File: src/rtl/shift_pkg.sv
// Shared types for the serial deserializer: FSM states, shift-register controls,
// and the shift-register next-value function that the top and the register share.
package shift_pkg;

    localparam int DEFAULT_W = 8;

    typedef enum logic {
        IDLE  = 1'b0,
        SHIFT = 1'b1
    } state_e;

    typedef enum logic [1:0] {
        SR_HOLD  = 2'b00,
        SR_LEFT  = 2'b01,
        SR_RIGHT = 2'b10,
        SR_LOAD  = 2'b11
    } sr_ctrl_e;

    // Operates on a zero-padded 32-bit container; callers truncate back to their width.
    function automatic logic [31:0] sr_step(input logic [31:0] q, input int w,
                                            input logic sin, input sr_ctrl_e ctrl,
                                            input logic [31:0] ld);
        case (ctrl)
            SR_LEFT:  return {q[30:0], sin};
            SR_RIGHT: return (q >> 1) | ({31'd0, sin} << (w - 1));
            SR_LOAD:  return ld;
            default:  return q;
        endcase
    endfunction

endpackage

File: src/rtl/univ_shift_reg.sv
// Universal shift register: ctrl 00 hold, 01 shift left (sin into bit 0),
// 10 shift right (sin into bit W-1), 11 parallel load.
module univ_shift_reg
    import shift_pkg::*;
#(
    parameter int W = DEFAULT_W
) (
    input  logic           clk,
    input  logic           rst_n,
    input  sr_ctrl_e       ctrl_i,
    input  logic           sin_i,
    input  logic [W-1:0]   load_i,
    output logic [W-1:0]   q_o
);

    logic [W-1:0] q_q, q_d;

    always_comb begin
        q_d = W'(sr_step(32'(q_q), W, sin_i, ctrl_i, 32'(load_i)));
    end

    always_ff @(posedge clk or negedge rst_n) begin
        if (!rst_n) q_q <= '0;
        else        q_q <= q_d;
    end

    assign q_o = q_q;

endmodule

File: src/rtl/serial_deserializer.sv
// Serial-to-parallel deserializer with valid/ready output and sticky overrun.
// Define DESER_PARITY_EN to append an even-parity bit to each frame and add parity_err.
module serial_deserializer
    import shift_pkg::*;
#(
    parameter int N         = DEFAULT_W,
    parameter bit MSB_FIRST = 1'b1
) (
    input  logic         clk,
    input  logic         reset,
    input  logic         start,
    input  logic         sin,
    input  logic         sin_valid,
    output logic [N-1:0] dout,
    output logic         dout_valid,
    input  logic         dout_ready,
    output logic         busy,
    output logic         overrun
`ifdef DESER_PARITY_EN
    ,
    output logic         parity_err
`endif
);

`ifdef DESER_PARITY_EN
    localparam int FRAME = N + 1;
`else
    localparam int FRAME = N;
`endif
    localparam int CW = $clog2(N + 2);
    localparam logic [CW-1:0] LAST  = CW'(FRAME - 1);
    localparam logic [CW-1:0] NDATA = CW'(N);

    state_e         state_q;
    logic [CW-1:0]  cnt_q;
    logic [N-1:0]   dout_q;
    logic           dout_valid_q;
    logic           overrun_q;
    logic [N-1:0]   sr_q;
    logic [N-1:0]   word_d;
    sr_ctrl_e       sr_ctrl;
    logic           take, done;

    // start has priority over data in both states: the start-cycle bit is never sampled
    assign take = (state_q == SHIFT) && !start && sin_valid;
    assign done = take && (cnt_q == LAST);

    always_comb begin
        sr_ctrl = SR_HOLD;
        if (start)
            sr_ctrl = SR_LOAD;
        else if (take && (cnt_q < NDATA))
            sr_ctrl = MSB_FIRST ? SR_LEFT : SR_RIGHT;
        // Word as it will stand after this edge; the parity bit cycle holds, so this equals sr_q
        word_d = N'(sr_step(32'(sr_q), N, sin, sr_ctrl, 32'd0));
    end

    univ_shift_reg #(.W(N)) u_sr (
        .clk    (clk),
        .rst_n  (reset),
        .ctrl_i (sr_ctrl),
        .sin_i  (sin),
        .load_i ('0),
        .q_o    (sr_q)
    );

`ifdef DESER_PARITY_EN
    logic parity_err_q;
`endif

    always_ff @(posedge clk or negedge reset) begin
        if (!reset) begin
            state_q      <= IDLE;
            cnt_q        <= '0;
            dout_q       <= '0;
            dout_valid_q <= 1'b0;
            overrun_q    <= 1'b0;
`ifdef DESER_PARITY_EN
            parity_err_q <= 1'b0;
`endif
        end else begin
            case (state_q)
                IDLE: if (start) begin
                    state_q <= SHIFT;
                    cnt_q   <= '0;
                end
                SHIFT: begin
                    if (start) begin
                        cnt_q <= '0;
                    end else if (sin_valid) begin
                        if (done) begin
                            state_q <= IDLE;
                            cnt_q   <= '0;
                        end else begin
                            cnt_q   <= cnt_q + 1'b1;
                        end
                    end
                end
                default: state_q <= IDLE;
            endcase

            if (done && (!dout_valid_q || dout_ready)) begin
                dout_q       <= word_d;
                dout_valid_q <= 1'b1;
`ifdef DESER_PARITY_EN
                parity_err_q <= (^word_d) ^ sin;
`endif
            end else if (done) begin
                overrun_q    <= 1'b1;
            end else if (dout_valid_q && dout_ready) begin
                dout_valid_q <= 1'b0;
            end
        end
    end

    assign dout       = dout_q;
    assign dout_valid = dout_valid_q;
    assign busy       = (state_q == SHIFT);
    assign overrun    = overrun_q;
`ifdef DESER_PARITY_EN
    assign parity_err = parity_err_q;
`endif

endmodule

File: config.mk
export PLATFORM = sky130hd
export DESIGN_NAME = serial_deserializer
export DESIGN_NICKNAME = d
export VERILOG_FILES = /design/src/rtl/shift_pkg.sv /design/src/rtl/univ_shift_reg.sv /design/src/rtl/serial_deserializer.sv
export SDC_FILE = /design/constraint.sdc
export NUM_CORES = 1
export LEC_CHECK = 0
export CAP_MARGIN = 20
export CORE_AREA = 8 8 59 61
export DETAILED_ROUTE_END_ITERATION = 8
export DIE_AREA = 0 0 67 69
export REMOVE_ABC_BUFFERS = 1
export SLEW_MARGIN = 20
export SYNTH_ARGS = -nofsm -noshare
export SYNTH_HDL_FRONTEND = slang
export SYNTH_SLANG_ARGS = --single-unit
export TNS_END_PERCENT = 20
File: constraint.sdc
create_clock -name clk -period 2.1 [get_ports clk]
set_clock_uncertainty 0.15 [all_clocks]
set_input_delay 0.525 -clock clk [delete_from_list [all_inputs] [get_ports clk]]
set_output_delay 0.525 -clock clk [all_outputs]
set_load 0.005 [all_outputs]
Word-level counts from Yosys, hierarchy flattened
Index checks and enable logic that the tools add are counted.
{ "classes": {"addsub": 1, "multipliers": 0, "div": 0, "order_cmp": 1, "n_eq_ne": 7, "shift": 0, "n_mux": 16, "bitwise_logic": 3, "n_reduce_logical": 13} }
{ "ops": {"columns": ["operator", "n"], "rows": [
  ["$pmux W8 S3", 1],
  ["$mux W4", 4],
  ["$mux W1", 8],
  ["$or A7 B8 Y8", 1],
  ["$pmux W4 S2", 1],
  ["$logic_and A1 B1 Y1", 6],
  ["$reduce_and A2 Y1", 3],
  ["$add A4 B1 Y4 const B", 1],
  ["$eq A2 B2 Y1 const B", 2],
  ["$eq A4 B3 Y1 const B", 1],
  ["$lt A4 B4 Y1 const B", 1],
  ["$ne A3 B3 Y1 const B", 1],
  ["$eq A2 B1 Y1 const B", 1],
  ["$logic_not A1 Y1", 2],
  ["$mux W2", 1],
  ["$ne A2 B1 Y1 const B", 1],
  ["$ne A2 B2 Y1 const B", 1],
  ["$not A1 Y1", 2],
  ["$pmux W1 S2", 1],
  ["$reduce_bool A2 Y1", 1],
  ["$logic_or A1 B1 Y1", 1]
]} }
{ "totals": {"ff_bits": 23, "latch_bits": 0, "ram_bits": 0, "rom_bits": 0, "in_bits": 6, "output_inout_bits": 11, "elab_cells": 47, "mem_count": 0} }

Logic depth before layout (Yosys ltp)
{ "depth": {"ltp_word": 8, "depth_mapped": 4} }

Hierarchy
From an unflattened synthesis, not the netlist that was laid out.
{ "hier_totals": {"hier_cells": 68, "area_unflattened_um2": 1053.5} }
{ "by_module_without_submodules": {"columns": ["module", "instances", "cells_each", "area_each_um2", "seq_area_each_um2"], "rows": [
  ["serial_deserializer", 1, 50, 650.6, 375.4],
  ["univ_shift_reg", 1, 18, 402.9, 200.2]
]} }

Worst setup path before layout
Ideal clock, no wire load.
{ "synth_timing": {"kind": "register to register", "from": "register cnt_q[0]", "to": "register dout_q[0] (netlist: dout[0])", "arrival_time_ns": 1.502, "slack_ns": 0.369, "path_stages_with_launch": 5, "n_path_buf": 0, "synth_period_minus_slack_ns": 1.731, "cell_sequence": "dfrtp_1 -> ha_1 -> nand3b_4 -> a2111oi_4 -> mux2i_1"} }
{ "synth_between": {"elab_chain_len": 6, "elab_cells_between_ends": 11, "classes_between": "order compare: 1; eq/ne: 4; mux: 3; reduce/logical: 3"} }
{ "synth_lines": {"columns": ["item", "line", "text"], "rows": [
  ["from (decl)", "serial_deserializer.sv:35", "logic [CW-1:0] cnt_q;"],
  ["from (signal assigned)", "serial_deserializer.sv:95", "cnt_q <= cnt_q + 1'b1;"],
  ["$lt A4 B4 Y1", "serial_deserializer.sv:52", "else if (take && (cnt_q < NDATA))"],
  ["$logic_and A1 B1 Y1", "serial_deserializer.sv:52", null],
  ["$mux W1", "serial_deserializer.sv:52", null],
  ["$mux W2", "serial_deserializer.sv:50", "if (start)"],
  ["$eq A2 B2 Y1 / $eq A2 B1 Y1 (equally long branches)", "shift_pkg.sv:23", "case (ctrl)"],
  ["$pmux W8 S3", null, null],
  ["to (signal assigned)", "serial_deserializer.sv:103", "dout_q <= word_d;"],
  ["to (decl)", "serial_deserializer.sv:36", "logic [N-1:0] dout_q;"]
]} }
Parallel ways exist; a longest one is shown, timed or not.
A chain may end at the register's enable or synchronous reset.

Worst setup path after layout
{ "layout_timing": {"from": "register state_q (netlist: busy)", "to": "output busy"} }
{ "layout_lines": {"columns": ["item", "line", "text"], "rows": [
  ["from (decl)", "serial_deserializer.sv:34", "state_e state_q;"],
  ["from (signal assigned)", "serial_deserializer.sv:73", "state_q <= IDLE;"],
  ["from (signal assigned)", "serial_deserializer.sv:84", "state_q <= SHIFT;"],
  ["from (signal assigned)", "serial_deserializer.sv:92", "state_q <= IDLE;"],
  ["to (decl)", "serial_deserializer.sv:17", "output logic busy,"]
]} }
No word-level cell between the ends.

==> flow_summary.json <==
{
  "pre_cts_slack_ns": -0.0274,
  "power_density_nw_per_um2": 552,
  "place_inst": 135,
  "fin_crit_sh": 0.948,
  "final_cells": 139,
  "p_leak_uw": 0.000644,
  "antenna_found_initial": 0,
  "io_pins": 17,
  "crit_family": "buffers and inverters",
  "worst_slew_pin_slew_ns": 0.313,
  "max-slew-margin-rel": 0.791,
  "seq_area_frac_synth": 0.581,
  "hold-path-cell-count": 2,
  "setup_viol": 0,
  "core_sq_um": 2620,
  "cts.sinks": 23,
  "dp_hpwl_microns": 1370,
  "syn-instance-count": 82,
  "drive_gt1_frac": 0.176,
  "grt_pass1_wl_microns": 3410,
  "yosys_warnings": 0,
  "synth_seq_cells": 23,
  "synth_area_sq_um": 991,
  "grt_pass1_vias": 742,
  "start_kind": "flop",
  "crit-reg2reg-launch": "cnt_q[0]",
  "ir_drop_uv": 330,
  "io_buffers": 16,
  "die_h_microns": 69,
  "nets": 116,
  "r2r-end": "cnt_q[3]",
  "crit_path_end": "busy",
  "reg2reg_depth": 3,
  "rsz0062_at_grt": "no",
  "hold_viol_final": 0,
  "place_area_sq_um": 1270,
  "antennaDiodeCount": 0,
  "criticalPathCategory": "reg2out",
  "finalMaxSlewViolations": 0,
  "fmax_mhz": 502,
  "first_pass_iters": 3,
  "grt-ovfl-total": 0,
  "ant_nets": 0,
  "path_cells": "clkdlybuf4s50_1",
  "cp_slowest_cell": "clkdlybuf4s50_1",
  "critPathMaxFanout": 6,
  "slowest_delay_ns": 0.54,
  "dieArea_sq_um": 4620,
  "crit_path_start": "busy",
  "avgRoutedWirePerCell_microns": 13.3,
  "fin_area_sq_um": 1290,
  "grt_max_degree": 24,
  "syn_to_final_growth_pct": 30.6,
  "finalWorstPathRequiredPeriod_ns": 1.99,
  "via_count": 662,
  "place_congestion": 0.689,
  "ctsResizeCount": 0,
  "die_w_microns": 67,
  "cp.buffers_inverters": 1,
  "path_depth": 1,
  "avgSynthCellArea_sq_um": 12.1,
  "tritoncts": "built",
  "r2r_setup_slack_ns": 0.41,
  "route.detailed.drc": 0,
  "clk_pin_slew_worst_paths_ns": 0.13,
  "ctsRootBufferMaster": "clkbuf_4",
  "final_common_cell": "dfrtp_1",
  "max_cap_viol_count": 0,
  "cp.required_ns": 1.42,
  "synth_cell_types": 21,
  "start_util": 0.379,
  "h-tree-depth": 1,
  "cts.path.max_buffers": 2,
  "wirelength_microns": 1850,
  "hold_slack_ns": 0.345,
  "hp-class": "reg2reg",
  "drt-vias-per-instance": 4.76,
  "cts_buffers": 3,
  "worstSkewPairLatency_ns": 0.31,
  "status": "complete, no violations",
  "rows": 19,
  "critPathCaptureType": "output port",
  "cts_setup_buffers": 0,
  "cts_hold_buf": 0,
  "first_iter_violations": 26,
  "critPathArrivalTime_ns": 1.32,
  "setup_ws_ns": 0.109,
  "grt_usage": 0.0928,
  "final_util": 0.495,
  "final_cell_mix": "dfrtp_1 (23), mux2i_1 (16), clkdlybuf4s50_1 (16)"
}
-- metal layers --
layer	track usage	share of wire	up-vias
met5	0	0	-
met4	0.0419	0.0076	0
met3	0.0323	0.076	2
met2	0.140	0.45	12
met1	0.114	0.47	327
li1	-	-	321
-- state kept, by name, summed over array words and instances (netlist names) --
| name | count |
|---|---|
| dout | 8 |
| busy | 1 |
| dout_valid | 1 |
| cnt_q | 4 |
| overrun | 1 |
| u_sr.q_o | 8 |
-- worst min path at each step --
stage / slack [ns] / to / start
2_1_floorplan: 0.08 / busy / reset
3_3_place_gp: 0.30 / overrun / overrun
3_5_place_dp: 0.33 / overrun / overrun
4_1_cts: 0.36 / overrun / overrun
5_1_grt: 0.39 / overrun / overrun
6_report: 0.35 / overrun / overrun
-- tightest hold or removal path: stages (launching register included) --
cell,delay [ns]
dfrtp_1,0.37
inv_1,0.04
o31ai_1,0.06
-- synthesized netlist by cell type --
cell / n / area, sq um
dfrtp_1: 23 / 576
mux2i_1: 16 / 160
inv_1: 11 / 41.3
nor2_1: 9 / 33.8
a21oi_1: 3 / 15.0
nand3_1: 3 / 15.0
nand2_1: 2 / 7.51
o21ai_0: 2 / 10.0
a2111oi_4: 1 / 27.5
a21o_2: 1 / 8.76
buf_2: 1 / 5.00
clkbuf_1: 1 / 3.75
ha_1: 1 / 12.5
nand2_2: 1 / 6.26
nand3b_1: 1 / 7.51
nand3b_4: 1 / 20.0
o31ai_1: 1 / 7.51
or3_2: 1 / 7.51
or3b_2: 1 / 8.76
or4_2: 1 / 8.76
xor2_1: 1 / 8.76
-- metrics by stage --
step                      power, uW  setup TNS, ns
final                           715              0
after global routing            748              0
after CTS                       730              0
after detailed placement        524        -0.0958
after global placement          523              0
after floorplan                 481              0
-- cells by family (layout without fill, tap and decap cells) --
| family | Yosys count | after routing | share of synthesized area |
|---|---|---|---|
| buffers and inverters | 13 | 39 | 0.0505 |
| AND/OR/NAND/NOR | 20 | 20 | 0.116 |
| adder cells (fa/ha/maj) | 1 | 1 | 0.0126 |
| XOR/XNOR | 1 | 1 | 0.00884 |
| flip-flops | 23 | 23 | 0.581 |
| multiplexers | 16 | 16 | 0.162 |
| AO/OA/AOI/OAI | 8 | 8 | 0.0694 |
-- where the power goes --
| part | switching [uW] | total, uW | internal, uW | leakage, uW |
|---|---|---|---|---|
| clock | 130 | 201 | 71.0 | 0.0000177 |
| combinational | 30.6 | 60.8 | 30.2 | 0.000359 |
| sequential | 4.28 | 453 | 449 | 0.000267 |
-- area by class of cell --
| class | count | area [sq um] |
|---|---|---|
| Inverter | 11 | 41.3 |
| Sequential cell | 23 | 576 |
| Timing Repair Buffer | 24 | 245 |
| Clock inverter | 1 | 5.00 |
| Multi-Input combinational cell | 46 | 365 |
| Clock buffer | 3 | 22.5 |
| Tap cell | 31 | 38.8 |
| Fill cell | 258 | 1320 |
Power figures use the tool's default switching activity.
